$ cat src/rtl/serial_pattern_tx.sv
// Serial frame transmitter: shifts a WIDTH-bit payload out MSB first, then idles GAP cycles.
// Build option: define SERIAL_PATTERN_TX_PARITY_EN to append an odd-parity bit to each frame.
//
// state      | meaning
// -----------+-----------------------------------------------------------
// ST_IDLE    | waiting for load; ready=1
// ST_SHIFT   | driving payload bits MSB first, out_valid=1
// ST_PARITY  | driving odd-parity bit with done=1 (parity build only)
// ST_GAP     | inter-frame idle for GAP cycles, ready=0

module serial_pattern_tx #(
    parameter int WIDTH = 8,
    parameter int GAP   = 2
) (
    input  logic             clk,
    input  logic             rst,
    input  logic             load,
    input  logic [WIDTH-1:0] din,
    output logic             ready,
    output logic             out,
    output logic             out_valid,
    output logic             done
);

    localparam int CW = $clog2(WIDTH + 1);
    localparam int GW = (GAP > 0) ? $clog2(GAP + 1) : 1;
    localparam logic [CW-1:0] LAST_BIT = CW'(WIDTH - 1);
    localparam logic [GW-1:0] GAP_LOAD = GW'(GAP);

`ifdef SERIAL_PATTERN_TX_PARITY_EN
    typedef enum logic [1:0] {
        ST_IDLE   = 2'd0,
        ST_SHIFT  = 2'd1,
        ST_GAP    = 2'd2,
        ST_PARITY = 2'd3
    } state_t;
`else
    typedef enum logic [1:0] {
        ST_IDLE  = 2'd0,
        ST_SHIFT = 2'd1,
        ST_GAP   = 2'd2
    } state_t;
`endif

    state_t           state_q, state_d;
    logic [WIDTH-1:0] shift_q, shift_d;
    logic [CW-1:0]    cnt_q, cnt_d;
    logic [GW-1:0]    gap_q, gap_d;
    logic             ready_q, ready_d;
    logic             out_q, out_d;
    logic             out_valid_q, out_valid_d;
    logic             done_q, done_d;
`ifdef SERIAL_PATTERN_TX_PARITY_EN
    logic             par_q, par_d;
`endif

    always_ff @(posedge clk) begin
        if (!rst) begin
            state_q     <= ST_IDLE;
            shift_q     <= '0;
            cnt_q       <= '0;
            gap_q       <= '0;
            ready_q     <= 1'b1;
            out_q       <= 1'b0;
            out_valid_q <= 1'b0;
            done_q      <= 1'b0;
`ifdef SERIAL_PATTERN_TX_PARITY_EN
            par_q       <= 1'b0;
`endif
        end else begin
            state_q     <= state_d;
            shift_q     <= shift_d;
            cnt_q       <= cnt_d;
            gap_q       <= gap_d;
            ready_q     <= ready_d;
            out_q       <= out_d;
            out_valid_q <= out_valid_d;
            done_q      <= done_d;
`ifdef SERIAL_PATTERN_TX_PARITY_EN
            par_q       <= par_d;
`endif
        end
    end

    always_comb begin
        state_d = state_q;
        shift_d = shift_q;
        cnt_d   = cnt_q;
        gap_d   = gap_q;
`ifdef SERIAL_PATTERN_TX_PARITY_EN
        par_d   = par_q;
`endif
        unique case (state_q)
            ST_IDLE: begin
                if (load) begin
                    shift_d = din;
                    cnt_d   = '0;
                    state_d = ST_SHIFT;
`ifdef SERIAL_PATTERN_TX_PARITY_EN
                    par_d   = ~^din;
`endif
                end
            end
            ST_SHIFT: begin
                if (cnt_q == LAST_BIT) begin
`ifdef SERIAL_PATTERN_TX_PARITY_EN
                    state_d = ST_PARITY;
`else
                    if (GAP > 0) begin
                        state_d = ST_GAP;
                        gap_d   = GAP_LOAD;
                    end else begin
                        state_d = ST_IDLE;
                    end
`endif
                end else begin
                    cnt_d   = cnt_q + CW'(1);
                    shift_d = {shift_q[WIDTH-2:0], 1'b0};
                end
            end
`ifdef SERIAL_PATTERN_TX_PARITY_EN
            ST_PARITY: begin
                if (GAP > 0) begin
                    state_d = ST_GAP;
                    gap_d   = GAP_LOAD;
                end else begin
                    state_d = ST_IDLE;
                end
            end
`endif
            ST_GAP: begin
                // Down-counter loaded with GAP; leaving at 1 gives exactly GAP idle cycles.
                if (gap_q <= GW'(1)) begin
                    gap_d   = '0;
                    state_d = ST_IDLE;
                end else begin
                    gap_d = gap_q - GW'(1);
                end
            end
            default: state_d = ST_IDLE;
        endcase
    end

    // Output flops are loaded from the next-state view so each output is a clean register.
    always_comb begin
        ready_d     = (state_d == ST_IDLE);
        out_valid_d = 1'b0;
        out_d       = 1'b0;
        done_d      = 1'b0;
        if (state_d == ST_SHIFT) begin
            out_valid_d = 1'b1;
            out_d       = shift_d[WIDTH-1];
`ifndef SERIAL_PATTERN_TX_PARITY_EN
            done_d      = (cnt_d == LAST_BIT);
`endif
        end
`ifdef SERIAL_PATTERN_TX_PARITY_EN
        if (state_d == ST_PARITY) begin
            out_valid_d = 1'b1;
            out_d       = par_d;
            done_d      = 1'b1;
        end
`endif
    end

    assign ready     = ready_q;
    assign out       = out_q;
    assign out_valid = out_valid_q;
    assign done      = done_q;

endmodule

$ cat config.mk
export PLATFORM = sky130hd
export DESIGN_NAME = serial_pattern_tx
export DESIGN_NICKNAME = d
export VERILOG_FILES = /design/src/rtl/serial_pattern_tx.sv
export SDC_FILE = /design/constraint.sdc
export NUM_CORES = 1
export LEC_CHECK = 0
export CAP_MARGIN = 20
export CORE_MARGIN = 8
export CORE_UTILIZATION = 54
export DETAILED_ROUTE_END_ITERATION = 7
export PLACE_DENSITY = 0.82
export SLEW_MARGIN = 20
export SYNTH_ARGS = -nofsm -noshare
export SYNTH_HDL_FRONTEND = slang
export SYNTH_SLANG_ARGS = --single-unit
$ cat constraint.sdc
create_clock -name clk -period 2.2 [get_ports clk]
set_input_delay 0.22 -clock clk [delete_from_list [all_inputs] [get_ports clk]]
set_output_delay 0.22 -clock clk [all_outputs]
set_load 0.005 [all_outputs]
; Word level (Yosys, flattened, before mapping)
; Cells that the tools add are included.
[op_classes]
reduce_logical = 7
magnitude_cmp = 1
muxes = 14
addsub = 2
eq_ne = 8
[ops]
columns = op, n
row1 = $mux W8, 2
row2 = $pmux W8 S2, 1
row3 = $mux W2, 5
row4 = $eq A4 B3 Y1 const B, 2
row5 = $mux W4, 2
row6 = $pmux W4 S2, 1
row7 = $ne A2 B2 Y1 const B, 3
row8 = $pmux W2 S3, 1
row9 = $add A4 B1 Y4 const B, 1
row10 = $eq A2 B1 Y1 const B, 2
row11 = $logic_not A2 Y1, 2
row12 = $pmux W2 S2, 1
row13 = $reduce_and A2 Y1, 2
row14 = $reduce_bool A2 Y1, 2
row15 = $reduce_and A3 Y1, 1
row16 = $eq A2 B2 Y1 const B, 1
row17 = $le A2 B1 Y1 const B, 1
row18 = $sub A2 B1 Y2 const B, 1
row19 = $mux W1, 1
[totals]
inputBits = 11
ff_bits = 20
out_inout_bits = 4
word_cells = 41

; Longest topological paths before layout
[logic_depth]
word_depth = 5
mapped_depth = 6
mapped_depth_nobuf = 5

; Least setup slack after synthesis
; Ideal clock, no wire load.
[synth_path]
path_type = reg-to-reg
start = register cnt_q[0]
end = register done_q (netlist: done)
setup_ns = 0.088
arrival_ns = 1.420
setup_slack_ns = 0.692
n_path_buf = 1
synth_period_minus_slack_ns = 1.508
path_stages_with_launch = 7
required_ns = 2.112
cell_sequence = dfxtp_1 -> ha_1 -> and3b_1 -> buf_6 -> nor3b_4 -> nand2_2 -> nor4_2
[synth_between]
elab_chain_len = 5
elab_cells_between_ends = 10
cone_classes = add/sub (1) / eq/ne (3) / mux (5) / reduce/logical (1)
[synth_lines]
columns = element, line
row1 = from (decl), 47  ; logic [CW-1:0] cnt_q, cnt_d;
row2 = from (signal assigned), 73  ; cnt_q <= cnt_d;
row3 = branches (longest 5 deep; another with $add A4 B1 Y4), -
row4 = to (signal assigned), 78  ; done_q <= done_d;
row5 = to (decl), 52  ; logic done_q, done_d;
; Parallel ways; which one is timed is not known.
; A chain may end at the register's enable or synchronous reset.

; Worst setup path after layout
[layout_path]
start = register cnt_q[0]
end = register out_q (netlist: out)
[layout_between]
elab_chain_len = 5
elab_cells_between_ends = 7
cone_classes = eq/ne (2) / mux (4) / reduce/logical (1)
[layout_lines]
columns = element, line
row1 = $eq A4 B3 Y1 (*), 105  ; if (cnt_q == LAST_BIT) begin
row2 = $mux W2, 105
row3 = $pmux W2 S3, 93  ; unique case (state_q)
row4 = $eq A2 B1 Y1, 150  ; if (state_d == ST_SHIFT) begin
row5 = $reduce_and A2 Y1 (no source line), -
row6 = to (signal assigned), 76  ; out_q <= out_d;
row7 = to (decl), 50  ; logic out_q, out_d;
; Mark *: on every way between the ends. The rest lies on a longest branch, timed or not. The select of a mux whose other input is x is not followed.

==> run_results.csv <==
group,metric,value,unit
outcome,outcome,"completed",
detailed_routing,ant_nets,0,
worst_setup_path,cp.required,2.46,ns
worst_setup_path,rr_endpoint,"out",
floorplanning,die_h,56.53,µm
worst_setup_path,crit_fanout,9,
clocking,clock_sinks,20,
power_and_ir_drop,p_int,532.7,µW
timing,rsz0062_at_grt,"no",
global_routing,overflow,0,
timing,worst_slew_pin_slew,0.5309,ns
floorplanning,boundaryPins,15,
global_routing,grt_pass1_vias,723,
worst_hold_path,worstHoldEndpoint,"cnt_q[1]",
timing,min_period,1.650,ns
cells_and_area,layout-drive-gt1-share,12.04,%
cells_and_area,diodes,0,
yosys,synth_top_cell_by_area,"dfxtp_1",
worst_setup_path,max_stage_delay,0.37,ns
yosys,synth-seq-cells,20,
global_routing,track_usage,11.63,%
placement,io_buffers,14,
global_routing,grt_pass1_wl,3.029,mm
detailed_routing,drc,0,
clocking,ctsResizeCount,0,
clocking,cts.clk_slew.worst_paths,0.11,ns
global_routing,met2_usage,19.12,%
worst_hold_path,hold_class,"reg -> reg",
yosys,syn_area_per_cell,9.642,µm²
yosys,yosysMostFrequentCell,"dfxtp_1",
placement,gp_congestion,0.7901,
global_routing,grtUsageMet3,4.719,%
worst_hold_path,hold_path.startpoint,"cnt_q[1]",
yosys,synth_edf_count,0,
yosys,synth_top_area_share,45.13,%
clocking,insertion_delay,0.30,ns
power_and_ir_drop,p_per_area,650.9,mW/mm²
power_and_ir_drop,p_sw,166.9,µW
clocking,root_buffer,"clkbuf_4",
detailed_routing,vias,752,
yosys,async_flop_share,0,%
worst_setup_path,worst_ep_arrival_time,1.90,ns
yosys,ys_seq_area_share,45.13,%
clocking,ctsHtreeMaxLevel,1,
flow_run,maxCapViolCount,0,
yosys,yosys_warnings,0,
clocking,post_cts.repair.setup_buffers,0,
yosys,synthDistinctLibCells,40,
timing,slew_headroom,63.69,%
yosys,netlist_area,887.1,µm²
power_and_ir_drop,seq_power_share,56.5,%
timing,tns,0,ns
timing,fin_skew,0.002182,ns
yosys,synthTopCellsByCount,"20 x dfxtp_1, 8 x nor2_1, 8 x o21ai_0, 6 x a221oi_1",
power_and_ir_drop,vdd_drop_max,0.0005716,V
floorplanning,core,0.001524,mm²
power_and_ir_drop,p_total,699.6,µW
detailed_routing,wirelength,1.763,mm
power_and_ir_drop,pwr-share-clk,30.9,%
detailed_routing,drt_pass1_iterations,4,
worst_setup_path,crit_slowest_cell,"dfxtp_1",
power_and_ir_drop,combPwrFrac,12.6,%
worst_setup_path,crit_chain,"ha_1 -> and3b_1 -> a21oi_2 -> and2_4 -> and4b_1",
clocking,cts_buffers,3,
timing,holdWs,0.4964,ns
clocking,cts_max_path_buffers,2,
worst_hold_path,hold_path_depth,2,
yosys,synth_ff_type,"dfxtp_1",
global_routing,met1_usage,13.08,%
worst_setup_path,cp-end-kind,"flip-flop",
floorplanning,die-area,0.003196,mm²
global_routing,grt_max_degree,16,
worst_setup_path,r2r_start,"cnt_q[0]",
detailed_routing,drt_iter0_drc,15,
worst_setup_path,cp_num_buf_inv,0,
floorplanning,initial_core_util,58.21,%
worst_setup_path,critPathLaunchType,"flip-flop",
floorplanning,row_count,14,
power_and_ir_drop,p_leak,0.4119,nW
detailed_routing,vias_per_cell,6.065,
clocking,postCtsHoldBufs,0,
timing,setup_viol,0,
timing,maxSlewViolCount,0,
cells_and_area,fin_nets,121,
worst_setup_path,r2r_cells,5,
detailed_routing,wl_per_cell,14.22,µm
yosys,synth_nets,104,
cells_and_area,area_delta_synth_final,21.16,%
worst_setup_path,critPathKind,"reg -> reg",
floorplanning,die_x,56.53,µm
worst_setup_path,cp_top_family,"simple AND/OR/NAND/NOR gates",
placement,place_hpwl,1.312,mm
worst_setup_path,r2r_slack,0.55,ns
timing,period_share,74.98,%
power_and_ir_drop,switching_share,23.86,%
yosys,synthCells,92,
global_routing,top_usage_layer,"met2",
timing,clock.fmax,606.2,MHz
clocking,cts_tree,"yes",
yosys,synthTopCellsByArea,"dfxtp_1 45%, a221oi_1 5.9%, o21ai_0 4.5%",
timing,hold_viol_final,0,
global_routing,antenna_found_initial,0,
## logic make-up (layout without fill, tap and decap cells)
group	count (synthesis)	count (layout)	synth area share, %
and+or+nand+nor	36	36	25.81
AOI/OAI and AO/OA	28	28	22.15
DFF	20	20	45.13
buffers and inverters	5	21	3.102
muxes	2	2	2.398
adders and majority gates	1	1	1.410
## cells in the final DEF (no fill, tap or decap), drive strengths merged, types with 2 or more instances in the layout
master         instances
dfxtp                 20
clkdlybuf4s50         14
o21ai                  9
nor2                   8
a221oi                 6
nand2                  6
nor2b                  5
clkbuf                 4
a21oi                  3
and2                   3
nand3                  2
nor3                   2
and4b                  2
buf                    2
nor3b                  2
a21boi                 2
## stage by stage
| stage | cells | setup WS (ns) | utilization (%) | area, µm² |
|---|---|---|---|---|
| after global placement | 120 | 0.5430 | 68.14 | 1039 |
| after CTS | 124 | 0.5529 | 70.53 | 1075 |
| after global routing | 124 | 0.4284 | 70.53 | 1075 |
| final | 124 | 0.5505 | 70.53 | 1075 |
| after detailed placement | 120 | 0.5174 | 68.14 | 1039 |
| after floorplan | 92 | 0.6924 | - | 887.1 |
## layout make-up
class / count / area, µm²
clock buffer: 4 / 36.28
fill: 122 / 449.2
inverter: 1 / 3.754
multi-input combinational: 67 / 459.2
sequential: 20 / 400.4
tap: 16 / 20.02
timing repair buffer: 16 / 155.1
## state kept, by name, indices dropped and copies added, names as in the netlist
| register | cells |
|---|---|
| shift_q | 8 |
| cnt_q | 4 |
| gap_q | 2 |
| state_q | 2 |
| done | 1 |
| out | 1 |
| out_valid | 1 |
| ready | 1 |
## tightest hold or removal path, stage by stage (launching register included)
cell and delay, ns:
dfxtp_1 0.35, nand2_1 0.06, a21boi_1 0.05
## routing by layer
metal	vias to the layer above	wire length, µm
li1	375	-
met1	362	833
met2	11	845
met3	4	65
met4	0	19
met5	-	0
## how the worst max path moves through the flow
| stage | from | to | slack, ns | cells after the start |
|---|---|---|---|---|
| 3_5_place_dp | load | out | 0.52 | 4 |
| 4_1_cts | cnt_q[0] | done | 0.55 | 5 |
| 5_1_grt | state_q[0] | shift_q[6] | 0.43 | 4 |
| 2_1_floorplan | cnt_q[0] | done | 0.69 | 6 |
| 3_3_place_gp | load | shift_q[7] | 0.54 | 4 |
| 6_report | cnt_q[0] | out | 0.55 | 5 |
## power by group through the flow
stage	clock [mW]	combinational, mW	sequential (mW)
4_1_cts	0.219	0.0883	0.395
3_3_place_gp	0	0.0862	0.403
5_1_grt	0.238	0.0977	0.398
3_5_place_dp	0	0.0882	0.403
6_report	0.216	0.0881	0.395
2_1_floorplan	0	0.0503	0.398
Note: power is estimated with default switching activity, not from simulation.
